File: config.mk
export PLATFORM = sky130hd
export DESIGN_NAME = muldiv_unit
export DESIGN_NICKNAME = d
export VERILOG_FILES = /design/src/rtl/muldiv_unit.sv
export SDC_FILE = /design/constraint.sdc
export NUM_CORES = 1
export LEC_CHECK = 0
export BUFFER_PORTS_ARGS = -buffer_cell sky130_fd_sc_hd__buf_2
export CORE_AREA = 2 2 200 202
export DETAILED_ROUTE_END_ITERATION = 10
export DIE_AREA = 0 0 202 204
export MAX_ROUTING_LAYER = met4
export SYNTH_ARGS = -nofsm -noshare
export SYNTH_HDL_FRONTEND = slang
export SYNTH_SLANG_ARGS = --single-unit
File: constraint.sdc
create_clock -name clk -period 4.1 [get_ports clk]
set_input_delay 0.41 -clock clk [delete_from_list [all_inputs] [get_ports clk]]
set_output_delay 0.41 -clock clk [all_outputs]
set_load 0.01 [all_outputs]
File: src/rtl/muldiv_unit.sv
// rtl/muldiv_unit.sv - iterative RV32M multiply/divide sequencer (shift-add multiply, restoring divide)
module muldiv_unit #(
  parameter int DATA_WIDTH = 32
) (
  input  logic                  clk,
  input  logic                  rst_n,
  input  logic                  start,
  input  logic [2:0]            op,
  input  logic [DATA_WIDTH-1:0] SrcA,
  input  logic [DATA_WIDTH-1:0] SrcB,
  input  logic                  flush,
  output logic                  busy,
  output logic                  done,
  output logic [DATA_WIDTH-1:0] Result
);

  localparam int W  = DATA_WIDTH;
  localparam int CW = $clog2(W + 1);
  localparam logic [W-1:0] MIN_NEG = {1'b1, {(W-1){1'b0}}};

  typedef enum logic [2:0] {IDLE, PREP, CALC, FIX, DONE} state_t;

  state_t          state_q, state_d;
  logic [2:0]      op_q, op_d;
  logic [W-1:0]    a_q, a_d, b_q, b_d;
  logic [2*W-1:0]  prod_q, prod_d;
  logic [CW-1:0]   cnt_q, cnt_d;
  logic            neg_q, neg_d;
  logic [W-1:0]    res_q, res_d;

  logic            signed_a, signed_b, sign_a, sign_b;
  logic            is_div, is_rem, div_zero, div_ovf, div_ok;
  logic [W-1:0]    a_abs, b_abs, quot_fix, rem_fix, fix_word;
  logic [W:0]      mul_sum, rem_sh, div_diff;
  logic [2*W-1:0]  prod_fix;

  assign signed_a = (op_q == 3'b001) | (op_q == 3'b010) | (op_q == 3'b100) | (op_q == 3'b110);
  assign signed_b = (op_q == 3'b001) | (op_q == 3'b100) | (op_q == 3'b110);
  assign sign_a   = signed_a & a_q[W-1];
  assign sign_b   = signed_b & b_q[W-1];
  assign a_abs    = sign_a ? -a_q : a_q;
  assign b_abs    = sign_b ? -b_q : b_q;
  assign is_div   = op_q[2];
  assign is_rem   = op_q[2] & op_q[1];
  assign div_zero = is_div & (b_q == '0);
  assign div_ovf  = is_div & ~op_q[0] & (a_q == MIN_NEG) & (b_q == {W{1'b1}});

  // prod_q doubles as {accumulator, multiplier} for multiply and {remainder, quotient} for divide
  assign mul_sum  = {1'b0, prod_q[2*W-1:W]} + (prod_q[0] ? {1'b0, a_q} : {(W+1){1'b0}});
  assign rem_sh   = prod_q[2*W-1:W-1];
  assign div_diff = rem_sh - {1'b0, b_q};
  assign div_ok   = ~div_diff[W];

  assign prod_fix = neg_q ? -prod_q : prod_q;
  assign quot_fix = neg_q ? -prod_q[W-1:0] : prod_q[W-1:0];
  assign rem_fix  = neg_q ? -prod_q[2*W-1:W] : prod_q[2*W-1:W];

  always_comb begin
    fix_word = '0;
    case (op_q)
      3'b000:                 fix_word = prod_fix[W-1:0];
      3'b001, 3'b010, 3'b011: fix_word = prod_fix[2*W-1:W];
      3'b100, 3'b101:         fix_word = quot_fix;
      default:                fix_word = rem_fix;
    endcase
  end

  always_comb begin
    state_d = state_q;
    op_d    = op_q;
    a_d     = a_q;
    b_d     = b_q;
    prod_d  = prod_q;
    cnt_d   = cnt_q;
    neg_d   = neg_q;
    res_d   = res_q;
    case (state_q)
      IDLE, DONE: begin
        if (start) begin
          state_d = PREP;
          op_d    = op;
          a_d     = SrcA;
          b_d     = SrcB;
        end else if (state_q == DONE) begin
          state_d = IDLE;
        end
      end
      PREP: begin
        a_d   = a_abs;
        b_d   = b_abs;
        cnt_d = CW'(W);
        if (div_zero) begin
          prod_d  = {a_q, {W{1'b1}}};
          neg_d   = 1'b0;
          state_d = FIX;
        end else if (div_ovf) begin
          prod_d  = {{W{1'b0}}, MIN_NEG};
          neg_d   = 1'b0;
          state_d = FIX;
        end else begin
          prod_d  = is_div ? {{W{1'b0}}, a_abs} : {{W{1'b0}}, b_abs};
          neg_d   = is_rem ? sign_a : (sign_a ^ sign_b);
          state_d = CALC;
        end
      end
      CALC: begin
        cnt_d = cnt_q - CW'(1);
        if (is_div)
          prod_d = {(div_ok ? div_diff[W-1:0] : rem_sh[W-1:0]), prod_q[W-2:0], div_ok};
        else
          prod_d = {mul_sum, prod_q[W-1:1]};
        if (cnt_q == CW'(1))
          state_d = FIX;
      end
      FIX: begin
        res_d   = fix_word;
        state_d = DONE;
      end
      default: state_d = IDLE;
    endcase
    if (flush) begin
      state_d = IDLE;
      res_d   = res_q;
    end
  end

  always_ff @(posedge clk or negedge rst_n) begin
    if (!rst_n) begin
      state_q <= IDLE;
      op_q    <= '0;
      a_q     <= '0;
      b_q     <= '0;
      prod_q  <= '0;
      cnt_q   <= '0;
      neg_q   <= 1'b0;
      res_q   <= '0;
    end else begin
      state_q <= state_d;
      op_q    <= op_d;
      a_q     <= a_d;
      b_q     <= b_d;
      prod_q  <= prod_d;
      cnt_q   <= cnt_d;
      neg_q   <= neg_d;
      res_q   <= res_d;
    end
  end

  assign busy   = (state_q != IDLE);
  assign done   = (state_q == DONE);
  assign Result = res_q;

endmodule

==> metrics.txt <==
status=finished, final reports clean; Max Slew Vio Count=0; GRT Util Overall=28.9%; Reg power frac=25.4%; Netlist Area Pre-Place=0.0154 mm2; layout overhead on the synthesized area=11.5%; register area share after synthesis=28.0%; post-route ant nets=0; leading area contributor after synthesis=dfrtp_1; VDD IR max=0.381 mV; Mapped Avg Cell Area=8.11 um2; Post-synth EDFFs=0; peak fanout along the critical path=8; RSZ-0062 raised after global routing=no; CTS clk-pin slew, worst paths=70 ps; flop2flop setup slack=380 ps; clock skew=14.0 ps; CP Capture Type=register; r2r endpoint=Result[12]$_DFFE_PN0P_; pwr/cell area=760 mW/mm2; number of synthesis warnings=0; drt initial violations=1764; Worst-Skew Late Latency=460 ps; row count=73; r2r startpoint=prod_q[33]$_DFFE_PN0P_; crit path to=Result[12]$_DFFE_PN0P_; initial antenna violation count=2; most common cell in the synthesized netlist=nand2_1; Inserted Clock Buffers=17; hold crit path type=in2async; CTS tree=done; proportion of layout cells with a drive suffix above 1=13.8%; post-CTS sizing=0; Die H=204 um; ys async rst share=100%; Switching Fraction=50.3%; min cycle time layout=3720 ps; IO buf count=104; first-pass GRT wire length=89200 um; top_reg_cell synth=dfrtp_1; core box area=0.0392 mm2; final wirelength=57800 um; Arrival @ worst endpoint=4040 ps; Vias/cell=6.18; Total Power=13100 uW; Setup CP Type=reg2reg; Cell variety after synth=84; ranking of synthesized cells by area=dfrtp_1 (28%), xnor2_1 (7.4%), o21ai_0 (6.7%); Root Buffer=clkbuf_16; slew margin rel.=30.3%; H-Tree Depth=4; top-area cell type share of the netlist area=28.0%; Max-Cap Viols=0; nets@finish=2095; RePlAce Congestion=0.992; setup TNS=0 ps; HPWL Detailed=43800 um; dpl cells=2457; CTS Buffer Depth=2; IO Pins=105; Hold Violations, Final=0; Clock power frac=12.9%; Int Pwr=6500 uW; clk sinks=173; Leak=0.00743 uW; post-synthesis register bit count=173; WP data required=4430 ps; Comb power frac=61.7%; die area=0.0412 mm2; fillers=3923; Psw=6590 uW; Finish-stage setup viols=0; synthesized instance count=1904; CTS Hold Bufs=0; Startpoint Class=register; chip width=202 um; via count=15400; Worst R2R Path Depth=11; Avg WL per Cell=23.2 um; Worst Tran Pin Value=1040 ps; syn_nets=2048; residual DRC count=0; Setup Fix Bufs, Post-CTS=0; total gr overflow=0; Commonest cells post-synth=nand2_1 (209), o21ai_0 (207), dfrtp_1 (173); drt first pass iters=8; Final Cycle Share=90.7%; number of global-route vias before repair=14800; final std cells w/o fill=2490; initial cell density of the core=39.4%; largest net degree at the start of global routing=87; Worst setup startpoint=prod_q[33]$_DFFE_PN0P_; Fmax=269 MHz
[layout make-up]
class / count / area (um2) / share of cell area [%]
multi-input cells: 1539 / 10400 / 60.5
flip-flops and latches: 173 / 4330 / 25.2
repair buffers: 166 / 1040 / 6.05
well taps: 525 / 657 / 3.82
clock buffers: 24 / 492 / 2.86
inverters: 54 / 203 / 1.18
clock inverters: 8 / 81.3 / 0.472
diodes: 1 / 2.50 / 0.0145
[registers in the layout, indices dropped and copies added, names as in the netlist]
name and count:
b_q 32, cnt_q 6, neg_q 1, prod_q 64
state_q 3, a_q 32, op_q 3, Result 32
[power by group through the flow]
stage	clock network (uW)	registers, uW	logic (uW)
after global placement	0	3300	7850
after floorplan	0	2880	5890
after detailed placement	0	3310	7910
after CTS	1720	3280	7960
after global routing	1770	3400	8850
final	1690	3320	8080
[worst max-delay path: stages (launching register included)]
cell,delay [ps]
dfrtp_1,540
inv_1,150
ha_1,240
or3b_1,420
or3_1,390
nor4_2,450
nand2_1,220
or4_1,500
o21ai_1,160
xnor2_1,80
a222oi_1,340
o21ai_1,90
[cells in the final DEF (no fill, tap or decap), types with 19 or more instances in the layout]
cell / n
a21o_1: 29
a21oi_1: 110
a221oi_1: 33
a222oi_1: 32
a22oi_1: 54
and2_1: 37
buf_2: 103
buf_4: 58
dfrtp_1: 171
ha_1: 71
inv_1: 54
mux2_2: 29
mux2i_1: 41
nand2_1: 209
nand3_1: 32
nand4_1: 25
nor2_1: 106
nor3_1: 39
o211ai_1: 19
o21ai_0: 206
o31ai_1: 32
or3_1: 21
xnor2_1: 131
xor2_1: 60
[worst min-delay path by stage]
stage,endpoint,slack [ps],depth (start not counted),start
after floorplan,Result[0]$_DFFE_PN0P_,110,0,rst_n
after global placement,Result[19]$_DFFE_PN0P_,460,2,Result[19]$_DFFE_PN0P_
after detailed placement,Result[11]$_DFFE_PN0P_,470,2,Result[11]$_DFFE_PN0P_
after CTS,Result[3]$_DFFE_PN0P_,90,1,rst_n
after global routing,Result[4]$_DFFE_PN0P_,120,1,rst_n
final,Result[4]$_DFFE_PN0P_,40,1,rst_n
[routing by layer]
metal / up-vias / routed length (um) / global-route usage (%) / part of all wire, %
met5: - / 0 / - / 0
met3: 88 / 4890 / 4.67 / 8.5
met4: 0 / 1430 / 8.90 / 2.5
met2: 720 / 24700 / 42.5 / 43
li1: 7156 / - / - / -
met1: 7426 / 26800 / 40.7 / 46
[metrics by stage]
| stage | instance area [um2] | worst slack [ps] | util, % | hold slack, ps |
|---|---|---|---|---|
| finish | 17200 | 381 | 43.9 | 44.5 |
| global route | 17200 | 216 | 43.9 | 122 |
| CTS | 17200 | 440 | 43.9 | 94.8 |
| detailed placement | 16600 | 454 | 42.5 | 465 |
| global placement | 16600 | 431 | 42.5 | 456 |
| floorplan | 15400 | 861 | - | 114 |
[kinds of logic (layout without fill, tap and decap cells)]
family / count (synthesis) / count (layout) / synth area share, %
AOI/OAI and AO/OA: 639 / 639 / 27.2
xor gates and xnor gates: 192 / 192 / 10.9
adders and majority gates: 73 / 73 / 6.01
buffers and inverters: 192 / 252 / 4.89
DFF: 173 / 173 / 28.0
muxes: 72 / 72 / 4.94
other: 0 / 1 / 0
and+or+nand+nor: 563 / 563 / 18.0
(Power assumes the default switching activity.)
